$ cat config.mk
export PLATFORM = sky130hd
export DESIGN_NAME = mem_stage_flat
export DESIGN_NICKNAME = d
export VERILOG_FILES = /design/src/rtl/mem_stage_if.sv /design/src/rtl/mem_stage.sv /design/src/flat_wrapper.sv
export SDC_FILE = /design/constraint.sdc
export NUM_CORES = 1
export LEC_CHECK = 0
export ABC_CLOCK_PERIOD_IN_PS = 2200
export CAP_MARGIN = 40
export CELL_PAD_IN_SITES_DETAIL_PLACEMENT = 0
export CELL_PAD_IN_SITES_GLOBAL_PLACEMENT = 2
export CORE_ASPECT_RATIO = 0.5
export CORE_MARGIN = 2
export CORE_UTILIZATION = 20
export CTS_CLUSTER_SIZE = 30
export DETAILED_ROUTE_END_ITERATION = 10
export PLACE_DENSITY_LB_ADDON = 0.1
export SYNTH_ARGS = -nofsm -noshare
export SYNTH_HDL_FRONTEND = slang
export SYNTH_SLANG_ARGS = --single-unit
$ cat constraint.sdc
create_clock -name clk -period 2.2 [get_ports clk]
set_input_delay 0.44 -clock clk [delete_from_list [all_inputs] [get_ports clk]]
set_output_delay 0.44 -clock clk [all_outputs]
set_load 0.05 [all_outputs]
$ cat src/rtl/mem_stage_if.sv
// Shared RV32I type definitions and the data-memory bus between the MEM
// stage (master) and the data memory (slave).

package rv32i_types;

    typedef logic [31:0] rv32i_word;
    typedef logic [4:0]  rv32i_reg;

    // Only the fields the MEM stage consumes are carried here.
    typedef struct packed {
        logic       mem_read;
        logic       mem_write;
        logic [2:0] funct3;
        logic       load_regfile;
    } rv32i_control_word;

    // Load/store funct3 encodings.
    localparam logic [2:0] F3_B  = 3'b000;
    localparam logic [2:0] F3_H  = 3'b001;
    localparam logic [2:0] F3_W  = 3'b010;
    localparam logic [2:0] F3_BU = 3'b100;
    localparam logic [2:0] F3_HU = 3'b101;

endpackage

interface mem_stage_if;
    import rv32i_types::*;

    rv32i_word  dmem_address;
    logic       dmem_read;
    logic       dmem_write;
    rv32i_word  dmem_wdata;
    logic [3:0] dmem_byte_enable;
    rv32i_word  dmem_rdata;
    logic       dmem_resp;

    // The pipeline side issues requests.
    modport master (
        output dmem_address, dmem_read, dmem_write, dmem_wdata, dmem_byte_enable,
        input  dmem_rdata, dmem_resp
    );

    // The memory side answers them.
    modport slave (
        input  dmem_address, dmem_read, dmem_write, dmem_wdata, dmem_byte_enable,
        output dmem_rdata, dmem_resp
    );

endinterface

$ cat src/rtl/mem_stage.sv
// RV32I MEM stage: issues data-memory loads/stores, stalls the front of the
// pipe while an access is outstanding, formats load data and lane-aligns
// store data.
// Optional build macro MISALIGN_TRAP_EN: when defined, misaligned half/word
// accesses are suppressed and flagged on mem_misaligned.

module mem_stage
    import rv32i_types::*;
(
    input  logic               clk,
    input  logic               rst,
    input  logic               MEM_valid,
    input  rv32i_control_word  MEM_ctrlword,
    input  rv32i_word          MEM_alu_out,
    input  rv32i_word          MEM_rs2_data,
    input  rv32i_reg           MEM_rd_num,
    input  logic               pipe_hold,
    mem_stage_if.master        dmem,
    output logic               mem_stall,
    output rv32i_word          MEM_rd_data,
    output logic               MEM_load_regfile
`ifdef MISALIGN_TRAP_EN
    ,output logic              mem_misaligned
`endif
);

    typedef enum logic [1:0] {IDLE, BUSY, DONE} state_t;

    state_t    state_q, state_d;
    rv32i_word load_q, load_d;

    logic      is_access;
    logic      misaligned;
    logic      mem_go;
    logic      req_active;
    logic      is_load;
    logic      is_store;
    logic      unused_rd_num;

    // The destination register only travels alongside; nothing here needs it.
    assign unused_rd_num = ^MEM_rd_num;

    // Extract and extend the addressed byte/halfword from the returned word.
    function automatic rv32i_word format_load(input logic [2:0] funct3,
                                              input logic [1:0] offset,
                                              input rv32i_word  word);
        rv32i_word   shifted;
        logic [15:0] half;
        shifted = word >> {offset, 3'b000};
        half    = offset[1] ? word[31:16] : word[15:0];
        case (funct3)
            F3_B:    format_load = {{24{shifted[7]}}, shifted[7:0]};
            F3_BU:   format_load = {24'h0, shifted[7:0]};
            F3_H:    format_load = {{16{half[15]}}, half};
            F3_HU:   format_load = {16'h0, half};
            default: format_load = word;
        endcase
    endfunction

    // A control word with both strobes set is treated as a load.
    assign is_load   = MEM_ctrlword.mem_read;
    assign is_store  = MEM_ctrlword.mem_write & ~MEM_ctrlword.mem_read;
    assign is_access = MEM_valid & (is_load | is_store);

`ifdef MISALIGN_TRAP_EN
    // Halfword needs addr[0]=0, word needs addr[1:0]=0; bytes never trap.
    assign misaligned = is_access &
        ((((MEM_ctrlword.funct3 == F3_H) || (MEM_ctrlword.funct3 == F3_HU)) && MEM_alu_out[0]) ||
         ((MEM_ctrlword.funct3 == F3_W) && (MEM_alu_out[1:0] != 2'b00)));
    assign mem_misaligned = ~rst & (state_q == IDLE) & misaligned;
`else
    assign misaligned = 1'b0;
`endif

    assign mem_go = is_access & ~misaligned;

    // Next-state and load-capture logic.
    always_comb begin
        // NOTE: every variable gets a default first so no path can infer a latch.
        state_d = state_q;
        load_d  = load_q;
        case (state_q)
            IDLE: if (mem_go) state_d = BUSY;
            BUSY: begin
                if (dmem.dmem_resp) begin
                    state_d = DONE;
                    load_d  = format_load(MEM_ctrlword.funct3, MEM_alu_out[1:0], dmem.dmem_rdata);
                end
            end
            DONE: if (!pipe_hold) state_d = IDLE;
            default: state_d = IDLE;
        endcase
    end

    // State and load-result registers; reset aborts any access in flight.
    always_ff @(posedge clk or posedge rst) begin
        // NOTE: sequential state uses non-blocking assignments only.
        if (rst) begin
            state_q <= IDLE;
            load_q  <= '0;
        end else begin
            state_q <= state_d;
            load_q  <= load_d;
        end
    end

    // Request is raised in the issuing IDLE cycle and held through the resp cycle.
    assign req_active = ~rst & (((state_q == IDLE) & mem_go) | (state_q == BUSY));

    assign dmem.dmem_address = {MEM_alu_out[31:2], 2'b00};
    assign dmem.dmem_read    = req_active & is_load;
    assign dmem.dmem_write   = req_active & is_store;
    assign mem_stall         = req_active;

    // Lane-align store data and build the byte-enable mask.
    always_comb begin
        dmem.dmem_wdata       = MEM_rs2_data;
        dmem.dmem_byte_enable = 4'b0000;
        case (MEM_ctrlword.funct3[1:0])
            2'b00:   dmem.dmem_wdata = MEM_rs2_data << {MEM_alu_out[1:0], 3'b000};
            2'b01:   dmem.dmem_wdata = MEM_rs2_data << {MEM_alu_out[1], 4'b0000};
            default: dmem.dmem_wdata = MEM_rs2_data;
        endcase
        if (dmem.dmem_write) begin
            case (MEM_ctrlword.funct3[1:0])
                2'b00:   dmem.dmem_byte_enable = 4'b0001 << MEM_alu_out[1:0];
                2'b01:   dmem.dmem_byte_enable = 4'b0011 << {MEM_alu_out[1], 1'b0};
                default: dmem.dmem_byte_enable = 4'b1111;
            endcase
        end
    end

    assign MEM_rd_data      = ((state_q == DONE) && is_load) ? load_q : MEM_alu_out;
    assign MEM_load_regfile = MEM_ctrlword.load_regfile & MEM_valid & ~misaligned;

endmodule

$ cat src/flat_wrapper.sv
// flat-port wrapper written by rule: the top's interface ports become plain ports
module mem_stage_flat import rv32i_types::*;
  (clk, rst, MEM_valid, MEM_ctrlword, MEM_alu_out, MEM_rs2_data, MEM_rd_num, pipe_hold, mem_stall, MEM_rd_data, MEM_load_regfile, dmem_dmem_address, dmem_dmem_read, dmem_dmem_write, dmem_dmem_wdata, dmem_dmem_byte_enable, dmem_dmem_rdata, dmem_dmem_resp);
  mem_stage_if dmem_i ();
  input  logic clk;
  input  logic rst;
  input  logic MEM_valid;
  input  rv32i_control_word MEM_ctrlword;
  input  rv32i_word MEM_alu_out;
  input  rv32i_word MEM_rs2_data;
  input  rv32i_reg MEM_rd_num;
  input  logic pipe_hold;
  output logic mem_stall;
  output rv32i_word MEM_rd_data;
  output logic MEM_load_regfile;
  output wire logic [$bits(dmem_i.dmem_address)-1:0] dmem_dmem_address;
  output wire logic [$bits(dmem_i.dmem_read)-1:0] dmem_dmem_read;
  output wire logic [$bits(dmem_i.dmem_write)-1:0] dmem_dmem_write;
  output wire logic [$bits(dmem_i.dmem_wdata)-1:0] dmem_dmem_wdata;
  output wire logic [$bits(dmem_i.dmem_byte_enable)-1:0] dmem_dmem_byte_enable;
  input wire logic [$bits(dmem_i.dmem_rdata)-1:0] dmem_dmem_rdata;
  input wire logic [$bits(dmem_i.dmem_resp)-1:0] dmem_dmem_resp;
  assign dmem_dmem_address = dmem_i.dmem_address;
  assign dmem_dmem_read = dmem_i.dmem_read;
  assign dmem_dmem_write = dmem_i.dmem_write;
  assign dmem_dmem_wdata = dmem_i.dmem_wdata;
  assign dmem_dmem_byte_enable = dmem_i.dmem_byte_enable;
  assign dmem_i.dmem_rdata = dmem_dmem_rdata;
  assign dmem_i.dmem_resp = dmem_dmem_resp;
  mem_stage u_core (.clk(clk), .rst(rst), .MEM_valid(MEM_valid), .MEM_ctrlword(MEM_ctrlword), .MEM_alu_out(MEM_alu_out), .MEM_rs2_data(MEM_rs2_data), .MEM_rd_num(MEM_rd_num), .pipe_hold(pipe_hold), .dmem(dmem_i), .mem_stall(mem_stall), .MEM_rd_data(MEM_rd_data), .MEM_load_regfile(MEM_load_regfile));
endmodule
==> metrics <==
Static Leak 0.00300 uW; Peak VDD IR 0.237 mV; CTS tree yes; first-pass GRT wire length 22600 um; Sum Neg Setup Slack 0 ns; critical path arrival 1.74 ns; Worst path slowest cell clkdlybuf4s50_1; Max Clock Freq 459 MHz; Layout area overhead 116%; Via density 4.61; share of layout cells above drive strength 1 46.7%; H-tree levels 2; maxcap violations 0; largest cells by area after synthesis dfrtp_1 25%, mux2_2 14%, buf_4 7.7%, mux2i_1 7.3%, o21ai_0 4.8%; row cnt 33; Inserted Diodes 0; vias in the first global route 3976; clk_lat worst skew 0.28 ns; Layout Nets 704; via count 3782; commonest non-fill, non-tap cell in the layout clkdlybuf4s50_1; PwrDens 610 nW/um^2; placer's final routability congestion estimate 0.732; die area 18200 um^2; Mapped Avg Cell Area 8.69 um^2; FF+latch area 852 um^2; initial DRC count 123; worst min path class flip-flop to flip-flop; Max Transition Viols Final 0; WP buf/inv 3; largest area contributor in the netlist dfrtp_1; final cell count without fillers 820; highest-count cells in the layout ignoring fill and taps 97 x clkdlybuf4s50_1, 91 x buf_12, 55 x buf_4; fin crit share 99.1%; Yosys top cell area share 25.0%; final-report setup violation count 0; R2R depth 4; CP Launch Point rst; Initial Util 20.6%; FF+latch count, synth 34; routed len/inst 17.8 um; area occupied by multi-input gates 2590 um^2; drt pass-1 iters 5; Port Buffers 208; post-synthesis sequential area ratio 25.0%; Routed WL 14600 um; initial antenna violation count 1; post-synth cell types 39; dpl hpwl 11200 um; outcome completed; TritonCTS Sinks 34; die width 189 um; Async SR Flop Fraction 100%; Worst-Margin Slew 0.538 ns; CTS max path bufs 2; Largest stage delay, worst path 0.45 ns; CTS root buffer clkbuf_16; Synth Flop Type dfrtp_1; crit end category output pin; Hold Crit Start u_core.load_q[21]$_DFFE_PP0P_; largest net degree at the start of global routing 39; Final ANT Viol Nets 0; hold endpoint u_core.load_q[21]$_DFFE_PP0P_; Rel. slew slack 64.2%; CP Launch Type input port; yosys warns 0; RSZ-0062 raised after global routing yes; crit-path cells clkdlybuf4s50_1 -> nor4b_4 -> o21ai_1 -> buf_4 -> nor3_4 -> buf_12; hold path depth 2; CP max FO 5; worst path required time 1.76 ns; cell area after synthesis 3410 um^2; cts-stage hold buffer count 0; Die Height 96.3 um; fill count 1582; clk slew on worst S/H paths 0.06 ns; Worst R2R Setup Slack 0.55 ns; global route total overflow 0; io pins 216; worst setup path category input port to output pin; number of remaining DRC errors 0; Min Clock Period, post-route 2.18 ns; Hold Violations, Final 0; Worst Skew 0.00345 ns; R2R Path End u_core.load_q[28]$_DFFE_PP0P_; Inserted Clock Buffers 5; CORE AREA 16500 um^2; R2R Path Start u_core.state_q[1]$_DFFE_PP0P_; Synth Instances 392; All-Layer GR Usage 15.9%; placed cell count 803; CP delay by family, top buffers and inverters; Post-synth EDFFs 0
-- synthesized netlist by cell type, types with 2 or more instances --
master,n
mux2_2,42
buf_4,35
dfrtp_1,34
o21ai_0,33
and2_1,25
mux2i_1,25
nand2_1,22
nor2_1,20
clkbuf_1,19
a22oi_1,16
a31oi_1,16
buf_2,16
a221oi_1,10
o22ai_1,9
nor4bb_1,8
o2bb2ai_1,8
a32oi_1,6
o311ai_0,6
inv_1,5
nor2b_1,5
nor3_1,4
o21ai_1,4
a21oi_1,3
nor3b_1,3
and3b_1,2
nand2b_1,2
nor4b_1,2
-- worst min-delay path, stage by stage (launching register included) --
cell and delay, ns:
dfrtp_1 0.34, mux2i_1 0.06, o21ai_0 0.06
-- layer usage --
layer	share of wire (%)	vias to the layer above	GRT usage, %
met5	0.075	-	0
met4	0.34	2	2.34
met3	7.3	4	3.97
met2	47	134	26.3
met1	45	1800	21.4
li1	-	1842	-
-- kinds of logic after synthesis --
group,Yosys count,synth area share (%)
buf+inv,76,13.0
other cells,1,0.110
flops,34,25.0
mux,69,22.5
simple gates,98,16.6
compound gates,114,22.8
-- per-stage QoR --
step	hold slack, ns	instance area, um^2	util [%]	setup WS (ns)	total power [uW]
floorplan	0.463	3640	-	-0.337	2490
global placement	0.487	6810	41.2	-0.374	3690
detailed placement	0.489	6810	41.2	-0.419	3700
CTS	0.503	7110	43.0	0.00329	4500
global route	0.530	7360	44.6	-0.0719	4760
finish	0.492	7360	44.6	0.0204	4490
-- flip-flops by register name (all words and copies together) (netlist names) --
name            count
u_core.load_q      32
u_core.state_q      2
-- cell type report --
class,count,area share (%)
Timing Repair Buffer,263,47.0
Tap cell,227,3.86
Multi-Input combinational cell,283,35.3
Clock inverter,2,0.170
Sequential cell,34,11.6
Clock buffer,6,1.89
Inverter,5,0.255
-- where the power goes --
group / switching [uW] / total [uW] / internal, uW / leakage, uW
combinational: 1330 / 2630 / 1300 / 0.00252
sequential: 205 / 1140 / 934 / 0.000410
clock: 274 / 722 / 448 / 0.0000729
-- worst max-delay path by stage --
| stage | end | cells past startpoint |
|---|---|---|
| floorplan | dmem_dmem_wdata[13] | 5 |
| global placement | dmem_dmem_wdata[26] | 5 |
| detailed placement | dmem_dmem_wdata[18] | 7 |
| CTS | MEM_rd_data[0] | 5 |
| global route | dmem_dmem_byte_enable[1] | 6 |
| finish | dmem_dmem_byte_enable[1] | 6 |
-- what timing repair did --
action,in CTS,in global routing
pin swaps,4,1
endpoints found under the setup margin,76,49
cloned,1,2
setup buffers,5,2
resized for setup,30,39
Note: power is estimated with default switching activity, not from simulation.
